==> src/rtl/unidadecontrole_mc_pkg.sv <==
// NRISC multicycle control: shared opcode/funct constants, ULA encodings,
// FSM states and the instruction classifier used by the control unit.
package nrisc_pkg;

   localparam logic [2:0] OP_ADD    = 3'b000;
   localparam logic [2:0] OP_ADDI   = 3'b001;
   localparam logic [2:0] OP_LOAD   = 3'b010;
   localparam logic [2:0] OP_STORE  = 3'b011;
   localparam logic [2:0] OP_SLT    = 3'b100;
   localparam logic [2:0] OP_RESET  = 3'b101;
   localparam logic [2:0] OP_SYS    = 3'b110;
   localparam logic [2:0] OP_BEQ    = 3'b111;

   localparam logic [1:0] FN_OR      = 2'b00;
   localparam logic [1:0] FN_SETBOOL = 2'b01;
   localparam logic [1:0] FN_RSVD    = 2'b10;
   localparam logic [1:0] FN_HALT    = 2'b11;

   localparam logic [2:0] ULA_ADD  = 3'b000;
   localparam logic [2:0] ULA_SUB  = 3'b001;
   localparam logic [2:0] ULA_SLT  = 3'b010;
   localparam logic [2:0] ULA_OR   = 3'b011;
   localparam logic [2:0] ULA_PASS = 3'b100;

   localparam logic [1:0] SRC1_PC = 2'b00;
   localparam logic [1:0] SRC1_RS = 2'b10;
   localparam logic [1:0] SRC1_RD = 2'b11;

   localparam logic [1:0] SRC2_RT   = 2'b00;
   localparam logic [1:0] SRC2_ONE  = 2'b01;
   localparam logic [1:0] SRC2_IMM  = 2'b10;
   localparam logic [1:0] SRC2_ZERO = 2'b11;

   typedef enum logic [2:0] {
      IDLE, FETCH, DECODE, EXEC, MEM, WB, HALTED
   } state_t;

   typedef enum logic [3:0] {
      I_ADD, I_ADDI, I_LOAD, I_STORE, I_SLT, I_RESET,
      I_OR, I_SETBOOL, I_HALT, I_BEQ, I_ILLEGAL
   } instr_t;

   // op_hi flags any opcode bit above the three architected ones (opcode >= 8).
   function automatic instr_t classify(input logic [2:0] op, input logic op_hi,
                                       input logic [1:0] fn);
      instr_t r;
      r = I_ILLEGAL;
      if (!op_hi) begin
         case (op)
            OP_ADD:   r = I_ADD;
            OP_ADDI:  r = I_ADDI;
            OP_LOAD:  r = I_LOAD;
            OP_STORE: r = I_STORE;
            OP_SLT:   r = I_SLT;
            OP_RESET: r = I_RESET;
            OP_BEQ:   r = I_BEQ;
            default: begin
               case (fn)
                  FN_OR:      r = I_OR;
                  FN_SETBOOL: r = I_SETBOOL;
                  FN_HALT:    r = I_HALT;
                  default:    r = I_ILLEGAL;
               endcase
            end
         endcase
      end
      return r;
   endfunction

endpackage

==> src/rtl/unidadecontrole_mc_if.sv <==
// Bundle between the control unit and the IR/memory/datapath side.
interface unidadecontrole_mc_if #(
   parameter int OPW    = 3,
   parameter int FUNCTW = 2,
   parameter int ULAOPW = 3,
   parameter int CNTW   = 16
);
   logic [OPW-1:0]    Opcode;
   logic [FUNCTW-1:0] Funct;
   logic              MemReady;
   logic              Zero;
   logic              halt;

   logic              MemRead;
   logic              MemWrite;
   logic              Load;
   logic              Beq;
   logic              Slt;
   logic              EscPC;
   logic              EscIR;
   logic              EscReg;
   logic [1:0]        ULAsrc1;
   logic [1:0]        ULAsrc2;
   logic [ULAOPW-1:0] ULAOp;
   logic              Halted;
   logic              Illegal;
   logic [CNTW-1:0]   InstrCount;

   modport master (
      input  Opcode, Funct, MemReady, Zero, halt,
      output MemRead, MemWrite, Load, Beq, Slt, EscPC, EscIR, EscReg,
             ULAsrc1, ULAsrc2, ULAOp, Halted, Illegal, InstrCount
   );

   modport slave (
      output Opcode, Funct, MemReady, Zero, halt,
      input  MemRead, MemWrite, Load, Beq, Slt, EscPC, EscIR, EscReg,
             ULAsrc1, ULAsrc2, ULAOp, Halted, Illegal, InstrCount
   );
endinterface

==> src/rtl/unidadecontrole_mc_contador.sv <==
// Retired-instruction counter; wraps naturally at 2^CNTW.
module contador_instrucoes #(
   parameter int CNTW = 16
) (
   input  logic            clock,
   input  logic            clr_i,
   input  logic            en_i,
   output logic [CNTW-1:0] count_o
);
   logic [CNTW-1:0] count_q;

   // Clear has priority so a retire in the reset cycle is discarded.
   always_ff @(posedge clock) begin
      if (clr_i)
         count_q <= '0;
      else if (en_i)
         count_q <= count_q + CNTW'(1);
   end

   assign count_o = count_q;
endmodule

==> src/rtl/unidadecontrole_mc.sv <==
// NRISC multicycle control unit.
// state  | meaning
// IDLE   | one idle cycle after reset
// FETCH  | instruction read, waits on MemReady, writes IR and PC+1
// DECODE | opcode/funct latched; halt and illegal resolved here
// EXEC   | ULA operation; beq retires here
// MEM    | load/store access, waits on MemReady; store retires here
// WB     | register-file write; retires
// HALTED | sticky (halt instruction) or paused (halt input)
module unidadecontrole_mc
   import nrisc_pkg::*;
#(
   parameter int OPW    = 3,
   parameter int FUNCTW = 2,
   parameter int ULAOPW = 3,
   parameter int CNTW   = 16
) (
   input  logic                 clock,
   input  logic                 reset,
   unidadecontrole_mc_if.master bus
);
   state_t            state_q, state_d;
   logic [OPW-1:0]    op_q;
   logic [FUNCTW-1:0] funct_q;
   logic              sticky_q;

   instr_t     instr_live, instr_q;
   logic       retire;
   logic       mem_read, mem_write, load_s, beq_s, slt_s;
   logic       esc_pc, esc_ir, esc_reg, halted_s, illegal_s;
   logic [1:0] src1, src2;
   logic [2:0] ula_op;
   logic [CNTW-1:0] cnt;

   // Next state and strobes from the state register and latched instruction.
   always_comb begin
      instr_live = classify(bus.Opcode[2:0], |(bus.Opcode >> 3), bus.Funct[1:0]);
      instr_q    = classify(op_q[2:0], |(op_q >> 3), funct_q[1:0]);
      state_d    = state_q;
      retire     = 1'b0;
      mem_read   = 1'b0;
      mem_write  = 1'b0;
      load_s     = 1'b0;
      beq_s      = 1'b0;
      slt_s      = 1'b0;
      esc_pc     = 1'b0;
      esc_ir     = 1'b0;
      esc_reg    = 1'b0;
      halted_s   = 1'b0;
      illegal_s  = 1'b0;
      src1       = SRC1_PC;
      src2       = SRC2_RT;
      ula_op     = ULA_ADD;
      case (state_q)
         IDLE: state_d = FETCH;
         FETCH: begin
            mem_read = 1'b1;
            src2     = SRC2_ONE;
            if (bus.MemReady) begin
               esc_ir  = 1'b1;
               esc_pc  = 1'b1;
               state_d = DECODE;
            end
         end
         DECODE: begin
            case (instr_live)
               I_HALT:    state_d = HALTED;
               I_ILLEGAL: begin
                  illegal_s = 1'b1;
                  retire    = 1'b1;
               end
               default:   state_d = EXEC;
            endcase
         end
         EXEC: begin
            state_d = WB;
            case (instr_q)
               I_ADD:   begin src1 = SRC1_RS; src2 = SRC2_RT; end
               I_ADDI:  begin src1 = SRC1_RS; src2 = SRC2_IMM; end
               I_LOAD, I_STORE: begin
                  src1    = SRC1_RS;
                  src2    = SRC2_IMM;
                  state_d = MEM;
               end
               I_SLT:   begin src1 = SRC1_RS; src2 = SRC2_RT; ula_op = ULA_SLT; end
               I_OR:    begin src1 = SRC1_RD; src2 = SRC2_ONE; ula_op = ULA_OR; end
               I_RESET, I_SETBOOL: begin
                  src1   = SRC1_RD;
                  src2   = SRC2_ZERO;
                  ula_op = ULA_PASS;
               end
               I_BEQ: begin
                  src1   = SRC1_RS;
                  src2   = SRC2_RT;
                  ula_op = ULA_SUB;
                  beq_s  = 1'b1;
                  esc_pc = bus.Zero;
                  retire = 1'b1;
               end
               default: ;
            endcase
         end
         MEM: begin
            if (instr_q == I_LOAD) mem_read = 1'b1;
            else                   mem_write = 1'b1;
            if (bus.MemReady) begin
               if (instr_q == I_LOAD) state_d = WB;
               else                   retire = 1'b1;
            end
         end
         WB: begin
            esc_reg = 1'b1;
            load_s  = (instr_q == I_LOAD);
            slt_s   = (instr_q == I_SLT);
            retire  = 1'b1;
         end
         HALTED: begin
            halted_s = 1'b1;
            if (!sticky_q && !bus.halt) state_d = FETCH;
         end
         default: state_d = IDLE;
      endcase
      if (retire) state_d = bus.halt ? HALTED : FETCH;
      // Keep every strobe quiet in the reset cycle so no write leaks out.
      if (reset) begin
         mem_read  = 1'b0;
         mem_write = 1'b0;
         load_s    = 1'b0;
         beq_s     = 1'b0;
         slt_s     = 1'b0;
         esc_pc    = 1'b0;
         esc_ir    = 1'b0;
         esc_reg   = 1'b0;
         halted_s  = 1'b0;
         illegal_s = 1'b0;
         src1      = 2'b00;
         src2      = 2'b00;
         ula_op    = 3'b000;
      end
   end

   // State, instruction latch and sticky-halt flag.
   always_ff @(posedge clock) begin
      if (reset) begin
         state_q  <= IDLE;
         op_q     <= '0;
         funct_q  <= '0;
         sticky_q <= 1'b0;
      end else begin
         state_q <= state_d;
         if (state_q == DECODE) begin
            op_q    <= bus.Opcode;
            funct_q <= bus.Funct;
            if (instr_live == I_HALT) sticky_q <= 1'b1;
         end
      end
   end

   contador_instrucoes #(.CNTW(CNTW)) u_contador (
      .clock   (clock),
      .clr_i   (reset),
      .en_i    (retire),
      .count_o (cnt)
   );

   assign bus.MemRead    = mem_read;
   assign bus.MemWrite   = mem_write;
   assign bus.Load       = load_s;
   assign bus.Beq        = beq_s;
   assign bus.Slt        = slt_s;
   assign bus.EscPC      = esc_pc;
   assign bus.EscIR      = esc_ir;
   assign bus.EscReg     = esc_reg;
   assign bus.ULAsrc1    = src1;
   assign bus.ULAsrc2    = src2;
   assign bus.ULAOp      = ULAOPW'(ula_op);
   assign bus.Halted     = halted_s;
   assign bus.Illegal    = illegal_s;
   assign bus.InstrCount = reset ? '0 : cnt;
endmodule

==> src/flat_wrapper.sv <==
// flat-port wrapper written by rule: the top's interface ports become plain ports
module unidadecontrole_mc_flat import nrisc_pkg::*;
#(
   parameter int OPW    = 3,
   parameter int FUNCTW = 2,
   parameter int ULAOPW = 3,
   parameter int CNTW   = 16
)
  (clock, reset, bus_Opcode, bus_Funct, bus_MemReady, bus_Zero, bus_halt, bus_MemRead, bus_MemWrite, bus_Load, bus_Beq, bus_Slt, bus_EscPC, bus_EscIR, bus_EscReg, bus_ULAsrc1, bus_ULAsrc2, bus_ULAOp, bus_Halted, bus_Illegal, bus_InstrCount);
  unidadecontrole_mc_if #(.OPW(OPW), .FUNCTW(FUNCTW), .ULAOPW(ULAOPW), .CNTW(CNTW)) bus_i ();
  input  logic clock;
  input  logic reset;
  input wire logic [$bits(bus_i.Opcode)-1:0] bus_Opcode;
  input wire logic [$bits(bus_i.Funct)-1:0] bus_Funct;
  input wire logic [$bits(bus_i.MemReady)-1:0] bus_MemReady;
  input wire logic [$bits(bus_i.Zero)-1:0] bus_Zero;
  input wire logic [$bits(bus_i.halt)-1:0] bus_halt;
  output wire logic [$bits(bus_i.MemRead)-1:0] bus_MemRead;
  output wire logic [$bits(bus_i.MemWrite)-1:0] bus_MemWrite;
  output wire logic [$bits(bus_i.Load)-1:0] bus_Load;
  output wire logic [$bits(bus_i.Beq)-1:0] bus_Beq;
  output wire logic [$bits(bus_i.Slt)-1:0] bus_Slt;
  output wire logic [$bits(bus_i.EscPC)-1:0] bus_EscPC;
  output wire logic [$bits(bus_i.EscIR)-1:0] bus_EscIR;
  output wire logic [$bits(bus_i.EscReg)-1:0] bus_EscReg;
  output wire logic [$bits(bus_i.ULAsrc1)-1:0] bus_ULAsrc1;
  output wire logic [$bits(bus_i.ULAsrc2)-1:0] bus_ULAsrc2;
  output wire logic [$bits(bus_i.ULAOp)-1:0] bus_ULAOp;
  output wire logic [$bits(bus_i.Halted)-1:0] bus_Halted;
  output wire logic [$bits(bus_i.Illegal)-1:0] bus_Illegal;
  output wire logic [$bits(bus_i.InstrCount)-1:0] bus_InstrCount;
  assign bus_i.Opcode = bus_Opcode;
  assign bus_i.Funct = bus_Funct;
  assign bus_i.MemReady = bus_MemReady;
  assign bus_i.Zero = bus_Zero;
  assign bus_i.halt = bus_halt;
  assign bus_MemRead = bus_i.MemRead;
  assign bus_MemWrite = bus_i.MemWrite;
  assign bus_Load = bus_i.Load;
  assign bus_Beq = bus_i.Beq;
  assign bus_Slt = bus_i.Slt;
  assign bus_EscPC = bus_i.EscPC;
  assign bus_EscIR = bus_i.EscIR;
  assign bus_EscReg = bus_i.EscReg;
  assign bus_ULAsrc1 = bus_i.ULAsrc1;
  assign bus_ULAsrc2 = bus_i.ULAsrc2;
  assign bus_ULAOp = bus_i.ULAOp;
  assign bus_Halted = bus_i.Halted;
  assign bus_Illegal = bus_i.Illegal;
  assign bus_InstrCount = bus_i.InstrCount;
  unidadecontrole_mc #(.OPW(OPW), .FUNCTW(FUNCTW), .ULAOPW(ULAOPW), .CNTW(CNTW)) u_core (.clock(clock), .reset(reset), .bus(bus_i));
endmodule
==> config.mk <==
export PLATFORM = sky130hd
export DESIGN_NAME = unidadecontrole_mc_flat
export DESIGN_NICKNAME = d
export VERILOG_FILES = /design/src/rtl/unidadecontrole_mc_pkg.sv /design/src/rtl/unidadecontrole_mc_if.sv /design/src/rtl/unidadecontrole_mc_contador.sv /design/src/rtl/unidadecontrole_mc.sv /design/src/flat_wrapper.sv
export SDC_FILE = /design/constraint.sdc
export NUM_CORES = 1
export LEC_CHECK = 0
export ABC_AREA = 1
export BUFFER_PORTS_ARGS = -buffer_cell sky130_fd_sc_hd__buf_2
export CORE_ASPECT_RATIO = 1.4
export CORE_UTILIZATION = 49
export CTS_CLUSTER_SIZE = 24
export DETAILED_ROUTE_END_ITERATION = 8
export GPL_ROUTABILITY_DRIVEN = 0
export PLACE_DENSITY = 0.83
export SLEW_MARGIN = 40
export SYNTH_ARGS = -nofsm -noshare
export SYNTH_HDL_FRONTEND = slang
export SYNTH_HIERARCHICAL = 1
export SYNTH_SLANG_ARGS = --single-unit
==> constraint.sdc <==
create_clock -name clock -period 1.7 [get_ports clock]
set_clock_uncertainty 0.05 [all_clocks]
set_input_delay 0.17 -clock clock [delete_from_list [all_inputs] [get_ports clock]]
set_output_delay 0.17 -clock clock [all_outputs]
set_load 0.03 [all_outputs]
Word-level counts from Yosys, hierarchy flattened --
Index checks and enable logic that the tools add are counted.
Operators by class: add/subtract/negate cells 1, equality and inequality tests 38, multiplexer cells 51, reduce and logical (&&, ||, !) cells 16
Operators by type and width (count):
- $pmux W4 S7 | 2
- $eq A3 B3 Y1 const B | 9
- $mux W1 | 26
- $mux W3 | 8
- $pmux W4 S3 | 2
- $pmux W3 S7 | 1
- $eq A3 B2 Y1 const B | 6
- $add A16 B1 Y16 const B | 1
- $eq A4 B3 Y1 const B | 4
- $mux W16 | 1
- $eq A4 B4 Y1 const B | 3
- $pmux W3 S4 | 1
- $eq A3 B1 Y1 const B | 3
- $logic_not A3 Y1 | 3
- $ne A3 B2 Y1 const B | 3
- $eq A4 B2 Y1 const B | 2
- $pmux W2 S2 | 2
- $mux W2 | 3
- $ne A3 B1 Y1 const B | 2
- $pmux W2 S3 | 1
- $pmux W3 S2 | 1
- $reduce_and A6 Y1 | 1
- $reduce_or A3 Y1 | 2
- $reduce_or A6 Y1 | 1
- other kinds (12) | 18
Word-level totals: bits in registers 25, output and inout port bits 33, logic and storage cells 111

Depth between registers and ports, before layout --
word-level depth 9, depth in mapped cells 15

By module --
The synthesis kept the hierarchy.
By module, submodules not included:
- unidadecontrole_mc | instances 1, cells each 185, area an instance 1028.5 um^2, seq. area each 180.2 um^2
- contador_instrucoes | instances 1, cells each 126, area an instance 847.1 um^2, seq. area each 320.3 um^2

Worst setup path after synthesis --
No wires, ideal clock.
path type reg-to-output, from register u_core.state_q[0], to output port bus_Slt, arrival 1.732 ns, path slack -0.252 ns, cell stages (with the launch flop) 8, path buffers 1, cell sequence dfxtp_1 -> buf_6 -> inv_4 -> nor2_2 -> inv_2 -> nor2_1 -> inv_1 -> nor3_2
On the way: longest elaborated chain between the ends 3
RTL lines:
- start: declaration | line unidadecontrole_mc.sv:22 | state_t state_q, state_d;
- start signal: assignment | line unidadecontrole_mc.sv:150 | state_q <= state_d;
- $eq A3 B3 Y1 | line unidadecontrole_mc.sv:54 | case (state_q)
- $mux W1 | line unidadecontrole_mc.sv:54
- $mux W1 | line unidadecontrole_mc.sv:125 | if (reset) begin
- end: declaration | line flat_wrapper.sv:22 | output wire logic [$bits(bus_i.Slt)-1:0] bus_Slt;
No other way between the ends.

Worst setup path after layout --
from register u_core.funct_q[1], to output port bus_ULAsrc2[0]
On the way: longest elaborated chain between the ends 8, elaborated cells between the ends (all ways) 16, those cells by class eq/ne (8); mux (5); reduce/logical (3)
RTL lines:
- start: declaration | line unidadecontrole_mc.sv:24 | logic [FUNCTW-1:0] funct_q;
- start signal: assignment | line unidadecontrole_mc.sv:153 | funct_q <= bus.Funct;
- $eq A2 B2 Y1 (tied with other cells) | line unidadecontrole_mc_pkg.sv:58 | case (fn)
- $pmux W4 S3 (*) | line unidadecontrole_mc_pkg.sv:58
- $pmux W4 S7 (*) | line unidadecontrole_mc_pkg.sv:49 | case (op)
- $eq A4 B1 Y1 (tied with other cells) | line unidadecontrole_mc.sv:77 | case (instr_q)
- $reduce_or A3 Y1 (no line) or $reduce_or A2 Y1 (tied branches)
- $pmux W2 S3 (*) | line unidadecontrole_mc.sv:77
- $pmux W2 S2 (*) | line unidadecontrole_mc.sv:54
- $mux W2 (*) | line unidadecontrole_mc.sv:125
- end: declaration | line flat_wrapper.sv:27 | output wire logic [$bits(bus_i.ULAsrc2)-1:0] bus_ULAsrc2;
Mark *: on every way between the ends. The rest lies on a longest branch, timed or not.

==> Flow_metrics.wiki <==
{| class="wikitable"
! Metric !! Value
|-
| Run status || complete, but fails checks
|-
| Violated checks || negative setup slack
|-
| Overall fraction of global-route tracks in use || 24.30%
|-
| Number of detailed-routing iterations run before antenna repair || 4
|-
| Fill cell instance count of the final layout || 319
|-
| Sequential area share after synthesis || 26.68%
|-
| Top Ports || 43
|-
| Std-Cell Core Area || 3643 um2
|-
| Total power per unit cell area || 942.6 nW/um2
|-
| Worst slew margin relative to its limit || 66.83%
|-
| H-tree lvl count || 1
|-
| Drt first-iter violations || 65
|-
| Achievable clock frequency || 568.5 MHz
|-
| Max-slew violations || 0
|-
| Finished Core Util || 67.14%
|-
| First-pass GRT wire length || 7369 um
|-
| Chip height || 75.21 um
|-
| Number of antenna violations at the first check in global routing || 0
|-
| Later-pin clock latency in the skew report || 0.26 ns
|-
| Ratio of routed vias to standard cells || 5.169
|-
| Final-stage net count || 379
|-
| Worst setup timing slack at the placement stage || -0.008744 ns
|-
| Total congestion overflow after global routing || 0
|-
| Worst setup slack for register-to-register paths || 0.01 ns
|-
| Leakage power || 1.163 nW
|-
| Endpoint of the most critical register-to-register path || u_core/u_contador/count_o[13]
|-
| CTS Root Cell || clkbuf_8
|-
| Worst-case vdd ir drop || 0.0005676 V
|-
| Net count of the mapped netlist || 322
|-
| Cell breakdown of the critical path || inv_2 > nand2_2 > o21ai_2 > nor2_2 > o21ai_1 > nand2_1 > nand2_2 > a21oi_2 > buf_6
|-
| Crit path DAT || 1.54 ns
|-
| Placed wire-length estimate || 3576 um
|-
| Fraction of final layout cells with drive strength greater than 1 || 36.78%
|-
| Avg Cell Area, Syn || 6.031 um2
|-
| Number of buffers created by CTS || 3
|-
| Vias in the first global route || 1913
|-
| Non-filler cells in the finished layout || 409
|-
| Number of sinks driven by the clock tree || 25
|-
| Synth Warn # || 6
|-
| Endpoint of the most critical setup path || bus_ULAsrc2[0]
|-
| Synth Instances || 311
|-
| Min setup slack post-route || -0.05909 ns
|-
| Register bit count reported by yosys || 25
|-
| Critical Path Start || u_core/funct_q[1]
|-
| Required time at the worst-slack endpoint || 1.48 ns
|-
| Growth of design area from synthesis to finish || 30.42%
|-
| Setup crit start kind || register
|-
| Largest net degree at the start of global routing || 26
|-
| Final sum of negative setup slack || -0.1430 ns
|-
| Cell count of the worst reg-to-reg path || 14
|-
| CP max stage delay || 0.38 ns
|-
| Critical R2R Launch || u_core/state_q[2]
|-
| Final antenna-violating net count || 0
|-
| TritonCTS clock tree || built
|-
| Clk slew on worst S/H paths || 0.08 ns
|-
| Slew at the pin closest to its max-slew limit || 0.4975 ns
|-
| Cell count after placement || 398
|-
| Starting density of the core || 51.48%
|-
| Flip-flop and latch area || 524.3 um2
|-
| Post-Route WL || 5029 um
|-
| Die outline area || 4083 um2
|-
| Clock tree buffer depth || 2
|-
| Syn Std Cell Area || 1876 um2
|-
| Unrepaired setup endpoints after global routing || yes
|-
| Max-capacitance violation count || 0
|-
| WL/cell || 12.30 um
|-
| Crit end category || output pin
|-
| Row count || 26
|-
| Tcrit/Tclk final || 103.5%
|-
| Commonest cells after routing, fill and taps aside || 52 x nor2_1, 52 x nand2_1, 50 x inv_1
|-
| Final setup fails || 4
|-
| Number of buffers added on ports || 42
|-
| Final period demand of the worst path || 1.759 ns
|-
| Unique masters post-synth || 29
|-
| Antenna diode count || 0
|-
| Min-delay worst type || primary input to register
|-
| Max FO, Critical Path || 4
|-
| Die boundary width || 54.29 um
|-
| Total via count after detailed routing || 2114
|-
| Count of unresolved DRC violations after routing || 0
|-
| Most frequent CP cell || nand2_2
|-
| Total area of multi-input combinational cells || 1189 um2
|-
| Master of the slowest instance on the critical path || dfxtp_4
|-
| Number of endpoints with negative hold slack in the final report || 0
|-
| Setup CP Type || register to output pin
|}
[timing repair]
| item | 4_1_cts | 5_1_grt |
|---|---|---|
| pin swaps | 3 | 11 |
| hold endpoints to repair | 0 | 0 |
| setup buffers | 3 | 4 |
| hold buffers | 0 | 0 |
| setup endpoints to repair | 12 | 24 |
| resized for setup | 24 | 45 |
[cell usage after synthesis, drive strengths merged]
cell type	number	area share [%]
o21ai	14	3.7
clkbuf	2	0.40
inv	63	13
a21oi	19	5.1
or2	1	0.33
nor3	6	1.9
nor3b	1	0.40
nor2	72	19
nand2	70	17
o21bai	2	0.80
ha	1	0.67
a41oi	1	0.47
nand4	4	1.3
buf	5	2.1
nand3	25	7.7
dfxtp	25	27
[critical path: cells and delay by family, from the launching register on]
kind	cells	cell delay [ns]
DFF	1	0.38
and+or+nand+nor	4	0.37
AOI/OAI and AO/OA	3	0.34
buffers and inverters	2	0.19
[per-layer routing]
layer | up-vias | global-route usage [%] | part of all wire [%]
met5 | - | 0 | 0
met4 | 0 | 12.82 | 1.6
met3 | 8 | 1.818 | 3.5
met2 | 48 | 47.83 | 57
met1 | 992 | 23.73 | 38
li1 | 1066 | - | -
[how the worst min path moves through the flow]
stage	start	endpoint	slack (ns)	depth (start not counted)
floorplan	reset	u_core/u_contador/count_o[9]	0.19	1
CTS	bus_Opcode[1]	u_core/op_q[1]	0.11	3
global placement	u_core/sticky_q	u_core/sticky_q	0.38	2
global route	bus_Opcode[1]	u_core/op_q[1]	0.14	3
detailed placement	u_core/sticky_q	u_core/sticky_q	0.39	2
finish	bus_Opcode[0]	u_core/op_q[0]	0.11	3
[cells by family (layout without fill, tap and decap cells)]
logic type                 Yosys count  after routing  share of synthesized area [%]
and+or+nand+nor                    179            179                          47.10
DFF                                 25             25                          26.68
buffers and inverters               70            126                          15.48
adders and majority gates            1              1                         0.6670
AOI/OAI and AO/OA                   36             36                          10.07
[sequential cells by signal, indices dropped and copies added, names as in the netlist]
register                   flops
u_core/u_contador/count_o     16
u_core/sticky_q                1
u_core/op_q                    3
u_core/state_q                 3
u_core/funct_q                 2
[cell type report]
cell class / count / share of cell area [%]
clock buffer: 4 / 1.841
timing repair buffer: 59 / 15.70
multi-input combinational: 216 / 48.59
tap: 42 / 2.148
inverter: 63 / 10.28
sequential: 25 / 21.43
[where the power goes]
part	switching, mW	internal (mW)
combinational	0.707	0.436
clock	0.176	0.167
sequential	0.127	0.693
total	1.01	1.30
[per-stage QoR]
| stage | total power [mW] | hold slack [ns] | instance area, um2 |
|---|---|---|---|
| after global routing | 2.451 | 0.1388 | 2446 |
| after CTS | 2.130 | 0.1070 | 2286 |
| final | 2.306 | 0.1146 | 2446 |
| after detailed placement | 1.704 | 0.3913 | 2170 |
| after global placement | 1.679 | 0.3842 | 2170 |
| after floorplan | 1.469 | 0.1915 | 1878 |
No activity file was read; power rests on OpenSTA's default activity.
